--- src/rtl/uart_tx_serializer.sv ---
// 8N1 UART transmitter with built-in 16x oversampling tick divider; one byte per tx_start/tx_done_tick handshake.
// Define UART_TX_PARITY_EN to insert an even-parity bit between the data bits and the stop bit.
module uart_tx_serializer #(
  parameter int BAUD_DIV   = 163,
  parameter int OVERSAMPLE = 16,
  parameter int STOP_TICKS = 16
) (
  input  logic       top_clk,
  input  logic       rst,
  input  logic       tx_start,
  input  logic [7:0] tx_bus,
  output logic       tx_done_tick,
  output logic       tx,
  output logic       tx_busy
);

  localparam int TICK_MAX = (OVERSAMPLE > STOP_TICKS) ? OVERSAMPLE : STOP_TICKS;
  localparam int DIV_W    = (BAUD_DIV > 1) ? $clog2(BAUD_DIV) : 1;
  localparam int TICK_W   = (TICK_MAX > 1) ? $clog2(TICK_MAX) : 1;

  typedef enum logic [2:0] {
    IDLE,
    START,
    DATA,
`ifdef UART_TX_PARITY_EN
    PARITY,
`endif
    STOP
  } state_t;

  state_t            state;
  logic [DIV_W-1:0]  div_cnt;
  logic [TICK_W-1:0] tick_cnt;
  logic [2:0]        bit_idx;
  logic [7:0]        shift_reg;
  logic              s_tick;
  logic              last_tick;
  logic              bit_done;
`ifdef UART_TX_PARITY_EN
  logic              parity_bit;
`endif

  assign s_tick = (div_cnt == DIV_W'(BAUD_DIV - 1));

  always_comb begin
    last_tick = (tick_cnt == TICK_W'(OVERSAMPLE - 1));
    if (state == STOP) last_tick = (tick_cnt == TICK_W'(STOP_TICKS - 1));
  end

  assign bit_done = s_tick && last_tick;

  // Dropping ready in the same cycle as the request keeps a registered requester from double-issuing.
  assign tx_done_tick = (state == IDLE) && !tx_start && !rst;

  always_ff @(posedge top_clk or posedge rst) begin
    if (rst) begin
      state      <= IDLE;
      div_cnt    <= '0;
      tick_cnt   <= '0;
      bit_idx    <= '0;
      shift_reg  <= '0;
      tx         <= 1'b1;
      tx_busy    <= 1'b0;
`ifdef UART_TX_PARITY_EN
      parity_bit <= 1'b0;
`endif
    end else begin
      // Divider and tick counter only run inside a frame, so the first tick lands BAUD_DIV cycles after acceptance.
      if (state == IDLE || s_tick) div_cnt <= '0;
      else                         div_cnt <= div_cnt + DIV_W'(1);

      if (state == IDLE)  tick_cnt <= '0;
      else if (s_tick)    tick_cnt <= last_tick ? '0 : tick_cnt + TICK_W'(1);

      case (state)
        IDLE: begin
          if (tx_start) begin
            shift_reg  <= tx_bus;
            bit_idx    <= '0;
            tx         <= 1'b0;
            tx_busy    <= 1'b1;
            state      <= START;
`ifdef UART_TX_PARITY_EN
            parity_bit <= ^tx_bus;
`endif
          end
        end
        START: begin
          if (bit_done) begin
            tx      <= shift_reg[0];
            bit_idx <= '0;
            state   <= DATA;
          end
        end
        DATA: begin
          if (bit_done) begin
            shift_reg <= shift_reg >> 1;
            if (bit_idx == 3'd7) begin
`ifdef UART_TX_PARITY_EN
              tx    <= parity_bit;
              state <= PARITY;
`else
              tx    <= 1'b1;
              state <= STOP;
`endif
            end else begin
              tx      <= shift_reg[1];
              bit_idx <= bit_idx + 3'd1;
            end
          end
        end
`ifdef UART_TX_PARITY_EN
        PARITY: begin
          if (bit_done) begin
            tx    <= 1'b1;
            state <= STOP;
          end
        end
`endif
        STOP: begin
          if (bit_done) begin
            tx_busy <= 1'b0;
            state   <= IDLE;
          end
        end
        default: begin
          tx      <= 1'b1;
          tx_busy <= 1'b0;
          state   <= IDLE;
        end
      endcase
    end
  end

endmodule
--- config.mk ---
export PLATFORM = sky130hd
export DESIGN_NAME = uart_tx_serializer
export DESIGN_NICKNAME = d
export VERILOG_FILES = /design/src/rtl/uart_tx_serializer.sv
export SDC_FILE = /design/constraint.sdc
export NUM_CORES = 1
export LEC_CHECK = 0
export CAP_MARGIN = 10
export CORE_MARGIN = 3
export CORE_UTILIZATION = 60
export DETAILED_ROUTE_END_ITERATION = 6
export PLACE_DENSITY = 0.92
export SLEW_MARGIN = 20
export SYNTH_ARGS = -nofsm -noshare
export SYNTH_HDL_FRONTEND = slang
export SYNTH_SLANG_ARGS = --single-unit
--- constraint.sdc ---
create_clock -name top_clk -period 5.35 [get_ports top_clk]
set_input_delay 0.535 -clock top_clk [delete_from_list [all_inputs] [get_ports top_clk]]
set_output_delay 0.535 -clock top_clk [all_outputs]
set_load 0.05 [all_outputs]
======== Word level (Yosys, flattened, before mapping) ========
Cells that the tools add are included.
storage, ports and cells
  register bits ........................... 28
  bits of input ports ..................... 11
  logic and storage cells ................. 65
operators by class
  add/sub/neg operators ................... 3
  equality and inequality tests ........... 12
  multiplexer cells ....................... 25
  bitwise logic cells ..................... 2
  reductions and logical operators ........ 16
operator list
  kind                                                 count
  two-way mux 3 bit                                    8
  two-way mux 8 bit                                    3
  case mux 8 bit (2 select lines)                      1
  two-way mux 4 bit                                    3
  inequality test 2 bit, second input constant         6
  case mux 3 bit (4 select lines)                      1
  AND reduction 5 bit                                  2
  case mux 3 bit (3 select lines)                      1
  adder 8 x 1 -> 8 bit, second input constant          1
  equality test 8 bit, second input constant           1
  equality test 3 x 2 -> 1 bit, second input constant  2
  two-way mux 1 bit                                    6
  AND reduction 3 bit                                  2
  adder 4 x 1 -> 4 bit, second input constant          1
  equality test 4 bit, second input constant           1
  case mux 1 bit (4 select lines)                      1
  AND reduction 4 bit                                  1
  nonzero test 2 bit                                   2
  adder 3 x 1 -> 3 bit, second input constant          1
  equality test 3 x 1 -> 1 bit, second input constant  1
  equality test 3 bit, second input constant           1
  logical AND 1 bit                                    3
  logical NOT 3 bit                                    1
  case mux 1 bit (3 select lines)                      1
  5 further kinds                                      7

======== Logic depth before layout (Yosys ltp) ========
Gate-level depths: netlist of run 1.
  depth after elaboration ................. 4
  depth in mapped cells ................... 7
  mapped depth without buffers ............ 6

======== Worst setup path before layout of run 1 ========
OpenSTA, ideal clock, no wires.
  path type ............................... input port to output port
  start ................................... input port rst
  end ..................................... output port tx_done_tick
  arrival time ............................ 1650 ps
  slack ................................... 3165 ps
  cell stages on the path ................. 2
  buffers on the path ..................... 0
  path through ............................ inv_1 > and2_1
on the way
  word-level cells in the longest chain between the ends .. 2
RTL lines
  element                      line  source
  from (decl)                  9     input logic rst,
  logical NOT 1 bit (no line)  -
  logical AND 1 bit            53    assign tx_done_tick = (state == IDLE) && !tx_start && !rst;
  to (decl)                    12    output logic tx_done_tick,
Every way passes these cells.

======== Final worst setup path of run 1 ========
  start ................................... register state[0]
  end ..................................... output port tx_done_tick
on the way
  word-level cells in the longest chain between the ends .. 3
RTL lines
  element                         line  source
  from (decl)                     31    state_t state;
  from (signal assigned)          57    state <= IDLE;
  from (signal assigned)          82    state <= START;
  from (signal assigned)          92    state <= DATA;
  logical NOT 3 bit               53
  logical AND 1 bit (2 in a row)  53
Every way passes these cells.

==> flow_summary.toml, run 1 <==
[timing]
finClkSkew_ns = 0.0117
report.final.slew_viol_count = 0
rsz0062_at_grt = "no"
tns_ns = 0
period_needed_ns = 2.99
worst_pin_slew_ns = 0.636
period_share_pct = 55.9
timing.max_slew.rel_slack_pct = 57.6
holdWs_ns = 0.535
setup_viol = 0
final_hold_viol_count = 0
max_freq_ghz = 0.334

[layout]
syn2layout_area_growth_pct = 12.5
mostFrequentLayoutCells = "dfrtp_1, mux2_2, clkdlybuf4s50_1"
layout_commonest_cell = "dfrtp_1"
fin_nets = 173
diodes = 0
layout-drive-gt1-share_pct = 22.4
final_cells = 180
nFillCells = 170

[critical_path]
path_buf_inv = 2
cp-start-kind = "flip-flop"
required_ns = 4.82
critPathSlowestCell = "clkdlybuf4s50_1"
arrival_ns = 2.46
r2r-start = "state[0]"
cpPeakStageDelay_ns = 0.79
timing.rr.end = "shift_reg[1]"
crit_chain = "inv_1 -> ha_1 -> and2b_1 -> and2_1 -> clkdlybuf4s50_1"
critPathTopFamily = "buffers and inverters"
setup.worst_path.end_class = "primary output"
reg2regPathDepth = 5
crit_type = "reg -> out"
worst-r2r-setup-slack_ns = 3.04
worstPathMaxFanout = 9

[power_and_ir_drop]
total_power_w = 0.000874
powerDensity_mw_per_mm2 = 515
ir_drop_uv = 355
leakagePower_nw = 0.745

[clocking]
htreeDepth = 1
root_buffer = "clkbuf_4"
cts.clk_slew.worst_paths_ns = 0.16
cts_hold_buf = 0
clock-sinks = 27
clk_latency_ns = 0.33
cts_buffers = 3
clk_path_buf_depth = 2
tritoncts = "done"
cts_resized = 0
cts_setup_buffers = 0

[floorplanning]
top_level_ports = 14
die_w_um = 56.1
rows = 17
start_util_pct = 65.6
core_mm2 = 0.00230
dieHeight_um = 56.1
dieArea_mm2 = 0.00315

[detailed_routing]
drt_pre_antenna_iters = 4
viasPerCell = 5.78
drt-met1-wl_mm = 1.19
route.met2.wl_mm = 1.31
wl_per_cell_um = 14.5
first_iter_violations = 46
ant_nets = 0
via_count = 1040
route.detailed.drc = 0
maxUsedRoutingLayer = "met4"
drt-total-wl_mm = 2.61
wl_met3_um = 85

[place]
place_hpwl_mm = 1.97
gp_congestion = 0.788
placedCellCount = 176
io_buffers = 13

[synthesis]
syn_nets = 157
syn_inst = 137
ys_seq_area_share_pct = 44.9
synth-seq-cells = 27
synth-edff-count = 0
synth_warnings = 0
synth_top_flop_cell = "dfrtp_1"
avgSynthCellArea_um2 = 11.0
yosys.cell_types.count = 34
synthArstFlopShare_pct = 100
netlist_area_mm2 = 0.00151

[flow_run]
maxCapViolCount = 0

[global_route]
grt_pass1_vias = 1043
grt_max_degree = 29
grt_pass1_wl_mm = 4.88
track_usage_pct = 19.1
antenna_found_initial = 0
gr-total-overflow = 0

[outcome]
outcome = "finished, final reports clean"

[hold_path]
holdPathStages = 1
hold_path.class = "reg -> reg"
min-delay-start = "shift_reg[2]"
hold_end = "shift_reg[2]"
==> cells by family (layout without fill, tap and decap cells) <==
family | after synthesis | after routing | synth area share [%]
compound gates | 18 | 18 | 9.13
simple gates | 50 | 50 | 18.8
buf+inv | 8 | 23 | 2.16
fa+ha+maj | 9 | 9 | 7.47
mux | 18 | 18 | 13.4
flops | 27 | 27 | 44.9
xor+xnor | 7 | 7 | 4.07
==> layer usage <==
metal,vias up,global-route usage (%)
li1,511,-
met1,501,26.0
met2,24,31.9
met3,4,2.78
met4,0,5.08
met5,-,0
==> report_power, final <==
| part | switching [W] | leakage (nW) | internal [W] |
|---|---|---|---|
| logic | 0.000231 | 0.387 | 0.000226 |
| clock network | 0.0000636 | 0.0139 | 0.0000287 |
| registers | 0.0000504 | 0.345 | 0.000274 |
==> final cells by class <==
| class | instances | area, um2 | area share (%) |
|---|---|---|---|
| clock buffer | 3 | 22.5 | 1.33 |
| sequential | 27 | 677 | 39.9 |
| multi-input combinational | 102 | 798 | 47.1 |
| inverter | 5 | 18.8 | 1.11 |
| timing repair buffer | 14 | 138 | 8.11 |
| tap | 28 | 35.0 | 2.06 |
| clock inverter | 1 | 7.51 | 0.442 |
==> worst max path at each step <==
stage / startpoint / cells after the start / end / slack, ns
finish: state[0] / 5 / tx_done_tick / 2.36
global route: state[0] / 5 / tx_done_tick / 2.20
CTS: state[0] / 5 / tx_done_tick / 2.36
detailed placement: rst / 5 / tx_done_tick / 2.51
global placement: rst / 5 / tx_done_tick / 2.54
floorplan: rst / 2 / tx_done_tick / 3.16
==> synthesized netlist by cell type, drive strengths merged, types with 2 or more instances <==
library cell / instances / area [um2]
nand3: 11 / 67.6
buf: 2 / 10.0
o21ai: 2 / 10.0
ha: 9 / 113
a21oi: 6 / 30.0
nor2b: 2 / 12.5
or3: 3 / 23.8
nand2b: 2 / 12.5
or2: 2 / 12.5
and2: 2 / 13.8
nand2: 10 / 37.5
inv: 5 / 18.8
xor2: 6 / 52.6
o211ai: 4 / 30.0
mux2: 18 / 203
and3: 3 / 20.0
nor2: 12 / 45.0
dfrtp: 26 / 651
==> stage by stage <==
step | util (%) | instance area [um2] | setup WS, ns
2_1_floorplan | - | 1510 | 3.16
3_5_place_dp | 72.5 | 1670 | 2.51
6_report | 73.9 | 1700 | 2.36
5_1_grt | 73.9 | 1700 | 2.20
4_1_cts | 73.9 | 1700 | 2.36
3_3_place_gp | 72.5 | 1670 | 2.54
==> worst reg2reg max path, cell delays in order (launching register included) <==
cell and delay [ns]:
dfrtp_1 0.44, inv_1 0.09, ha_1 0.57, nor2_1 0.20
a211oi_4 0.52, mux2_2 0.40
Power figures use the tool's default switching activity.
==> run 2: changes to the inputs <==
- CORE_UTILIZATION: 60 -> 51
- PLACE_DENSITY: 0.92 -> 0.84
- clock period: 5.35 -> 2.55 ns (I/O delays scaled with it)
==> run 2 against run 1 <==
Sequential cell count unchanged. Global-route usage is 1.3 points lower. Final area increased by 1.0%. Critical path depth did not move. Sequential power is 110% higher. Combinational power is 110% higher. Die area increased by 16%. Non-clock buffer count rose by 1. Total power is 110% higher. Cell count up 2.2%. Sequential share of layout area fell by 0.41 points. Clock power grew 98%.
==> flow_summary.toml, run 2 (synthesized netlist as in run 1, its figures left out) <==
[outcome]
outcome = "finished, final reports clean"

[detailed_routing]
drt_pre_antenna_iters = 4
route.detailed.drc = 0
via_count = 1065
first_iter_violations = 24
wl_per_cell_um = 14.5
viasPerCell = 5.79
ant_nets = 0
drt-total-wl_mm = 2.67

[critical_path]
cpPeakStageDelay_ns = 0.44
arrival_ns = 1.91
critPathTopFamily = "simple AND/OR/NAND/NOR gates"
critPathSlowestCell = "dfrtp_1"
path_buf_inv = 2
crit_type = "reg -> out"
crit_chain = "inv_1 -> ha_1 -> and2b_1 -> and2_1 -> buf_12"
required_ns = 2.30
worst-r2r-setup-slack_ns = 0.45
worstPathMaxFanout = 9
setup.worst_path.end_class = "primary output"
cp-start-kind = "flip-flop"

[clocking]
clk_path_buf_depth = 2
cts_buffers = 3
root_buffer = "clkbuf_4"
htreeDepth = 1
cts_hold_buf = 0
clk_latency_ns = 0.33
clock-sinks = 27
cts.clk_slew.worst_paths_ns = 0.13
cts_setup_buffers = 0
tritoncts = "done"
cts_resized = 0

[layout]
layout_commonest_cell = "dfrtp_1"
fin_area_mm2 = 0.00171
multiInputGateArea_um2 = 798
syn2layout_area_growth_pct = 13.7
nFillCells = 213
diodes = 0
seq_area_um2 = 677
fin_nets = 174
mostFrequentLayoutCells = "dfrtp_1, mux2_2, nor2_1, clkdlybuf4s50_1"
layout-drive-gt1-share_pct = 22.9

[place]
place_hpwl_mm = 2.10
gp_congestion = 0.795
io_buffers = 13
pre_cts_ws_ns = 0.470
placed_cell_area_mm2 = 0.00169

[timing]
worst_pin_slew_ns = 0.494
final_hold_viol_count = 0
setup_slack_ns = 0.385
period_needed_ns = 2.16
tns_ns = 0
rsz0062_at_grt = "no"
report.final.slew_viol_count = 0
max_freq_ghz = 0.462
timing.max_slew.rel_slack_pct = 66.9
finClkSkew_ns = 0.000937
setup_viol = 0
period_share_pct = 84.9

[floorplanning]
core_mm2 = 0.00278
dieHeight_um = 60.4
die_w_um = 60.4
rows = 19
start_util_pct = 54.2
top_level_ports = 14
dieArea_mm2 = 0.00364

[global_route]
track_usage_pct = 17.9
grt_pass1_vias = 1102
antenna_found_initial = 0
grt_max_degree = 28
gr-total-overflow = 0
grt_pass1_wl_mm = 4.82

[flow_run]
maxCapViolCount = 0

[hold_path]
hold_path.class = "in -> async"

[power_and_ir_drop]
powerDensity_mw_per_mm2 = 1060
ir_drop_uv = 907
leakagePower_nw = 0.756
run 2: metrics by stage:
| stage | total power, W | utilization [%] | hold slack [ns] | instances |
|---|---|---|---|---|
| 2_1_floorplan | 0.00144 | - | 0.312 | 137 |
| 3_3_place_gp | 0.00160 | 60.7 | 0.485 | 180 |
| 3_5_place_dp | 0.00166 | 60.7 | 0.492 | 180 |
| 4_1_cts | 0.00184 | 61.6 | 0.312 | 184 |
| 5_1_grt | 0.00198 | 61.6 | 0.332 | 184 |
| 6_report | 0.00182 | 61.6 | 0.298 | 184 |
run 2: report_power, final:
part	switching [W]	leakage [nW]	internal [W]
logic	0.000474	0.397	0.000483
registers	0.000108	0.345	0.000575
clock network	0.000121	0.0150	0.0000615
run 2: cell type report:
cell class                 instances  share of cell area (%)
multi-input combinational        102                    46.6
timing repair buffer              15                    9.05
clock buffer                       4                    1.53
sequential                        27                    39.5
inverter                           5                    1.09
tap                               31                    2.26
run 2: metal layers:
layer / GRT usage, % / part of all wire [%]
met1: 22.3 / 44
met2: 30.4 / 51
met3: 3.83 / 3.5
met4: 6.65 / 1.8
met5: 0 / 0
run 2: worst paths after layout:
kind                                    from           end  cells past startpoint
worst min register to register  shift_reg[4]  shift_reg[4]                      1
min in group top_clk            shift_reg[4]  shift_reg[4]                      1
max in group asynchronous                rst            tx                      3
worst max register to register    div_cnt[0]  shift_reg[3]                      6
worst max-delay path                state[0]  tx_done_tick                      5
worst min-delay path                     rst    div_cnt[3]                      3
run 2: worst register-to-register path: stages, from the launching register on:
cell	delay, ns
dfrtp_1	0.46
inv_1	0.08
ha_1	0.14
nor3b_4	0.29
nand3_4	0.17
a211oi_4	0.47
mux2_2	0.40
==> run 3: changes to the inputs <==
- clock period: 2.55 -> 1.99 ns (I/O delays scaled with it)
==> run 3 against run 2 <==
Utilization is 3.3 points higher. Critical path depth is 1 higher. Sequential share of layout area is 2.0 points lower. Combinational power is 47% higher. Worst hold slack worse by 0.037 ns. Final area is 5.4% higher. Die area stayed put. Total power is 38% higher. Sequential cell count stayed put.
==> flow_summary.toml, run 3 (synthesized netlist as in run 1, its figures left out) <==
[outcome]
outcome = "finished, final reports clean"

[clocking]
htreeDepth = 1
clk_latency_ns = 0.33
cts.clk_slew.worst_paths_ns = 0.15
root_buffer = "clkbuf_4"
clk_path_buf_depth = 2
cts_buffers = 3
cts_hold_buf = 0
tritoncts = "done"
clock-sinks = 27

[global_route]
grt_max_degree = 28
track_usage_pct = 17.6
gr-total-overflow = 0
grt_pass1_vias = 1152
grt_pass1_wl_mm = 4.91
antenna_found_initial = 0

[timing]
period_needed_ns = 1.93
period_share_pct = 97.1
finClkSkew_ns = 0.00947
final_hold_viol_count = 0
tns_ns = 0
setup_viol = 0
report.final.slew_viol_count = 0
timing.max_slew.rel_slack_pct = 66.9
setup_slack_ns = 0.0569
rsz0062_at_grt = "yes"
worst_pin_slew_ns = 0.495
max_freq_ghz = 0.517

[detailed_routing]
first_iter_violations = 10
viasPerCell = 5.67
drt-total-wl_mm = 2.80
route.detailed.drc = 0
ant_nets = 0
via_count = 1088
wl_per_cell_um = 14.6
drt_pre_antenna_iters = 3

[critical_path]
worstPathMaxFanout = 4
cp-start-kind = "flip-flop"
crit_chain = "inv_1 -> ha_2 -> or2_2 -> or3_4 -> o41ai_4 -> mux2_2"
crit_type = "reg -> reg"
cpPeakStageDelay_ns = 0.42
required_ns = 2.21
arrival_ns = 2.16
critPathSlowestCell = "dfrtp_1"
setup.worst_path.end_class = "flip-flop"

[floorplanning]
core_mm2 = 0.00278
top_level_ports = 14
dieHeight_um = 60.4
die_w_um = 60.4
rows = 19
start_util_pct = 54.2
dieArea_mm2 = 0.00364

[layout]
layout_commonest_cell = "dfrtp_1"
fin_nets = 182
syn2layout_area_growth_pct = 19.8
layout-drive-gt1-share_pct = 28.6
nFillCells = 223
fin_util_pct = 65.0
diodes = 0
mostFrequentLayoutCells = "dfrtp_1, mux2_2, nor2_1, clkdlybuf4s50_1"

[power_and_ir_drop]
ir_drop_uv = 982
powerDensity_mw_per_mm2 = 1390
leakagePower_nw = 0.806
total_power_w = 0.00251

[place]
gp_congestion = 0.765
pre_cts_ws_ns = 0.0692
io_buffers = 13
place_hpwl_mm = 2.05

[flow_run]
maxCapViolCount = 0

[hold_path]
hold_path.class = "in -> async"
run 3: cell type report:
type	count	area, um2	share of cell area, %
Clock buffer	4	26.3	1.45
Inverter	5	18.8	1.04
Multi-Input combinational cell	102	813	45.0
Sequential cell	27	678	37.5
Tap cell	31	38.8	2.15
Timing Repair Buffer	23	231	12.8
run 3: layer usage:
metal	part of all wire, %	GRT usage, %	routed length [um]
met4	1.1	5.70	31
met2	52	31.2	1450
met3	2.4	2.55	67
met1	45	22.1	1250
met5	0	0	0
run 3: timing repair:
action / in CTS / in global routing
endpoints found under the setup margin: 0 / 10
buffers inserted: 0 / 2
resized for setup: 0 / 5
run 3: through the flow:
| step | cell area (um2) | cells | hold slack (ns) |
|---|---|---|---|
| 6_report | 1810 | 192 | 0.261 |
| 5_1_grt | 1810 | 192 | 0.306 |
| 4_1_cts | 1770 | 190 | 0.284 |
| 3_5_place_dp | 1750 | 186 | 0.493 |
| 3_3_place_gp | 1750 | 186 | 0.486 |
| 2_1_floorplan | 1510 | 137 | 0.256 |
run 3: final timing paths:
kind	from	end	slack [ns]	cells after the start
worst max-delay path	state[0]	state[1]	0.06	6
max in group asynchronous	rst	tx	1.42	3
worst max register to register	state[0]	state[1]	0.06	6
worst min-delay path	rst	div_cnt[3]	0.26	3
min in group top_clk	shift_reg[4]	shift_reg[4]	0.52	1
worst min register to register	shift_reg[4]	shift_reg[4]	0.52	1
run 3: power by group:
group,switching (W),leakage [nW],internal (W)
sequential,0.000126,0.344,0.000738
combinational,0.000661,0.447,0.000748
clock,0.000163,0.0150,0.0000786
total,0.000949,0.806,0.00156
run 3: critical path: cells and delay by family (launching register included):
family | cells | cell delay, ns
flops | 1 | 0.42
buf+inv | 1 | 0.09
fa+ha+maj | 1 | 0.21
mux | 1 | 0.37
compound gates | 1 | 0.08
simple gates | 2 | 0.67
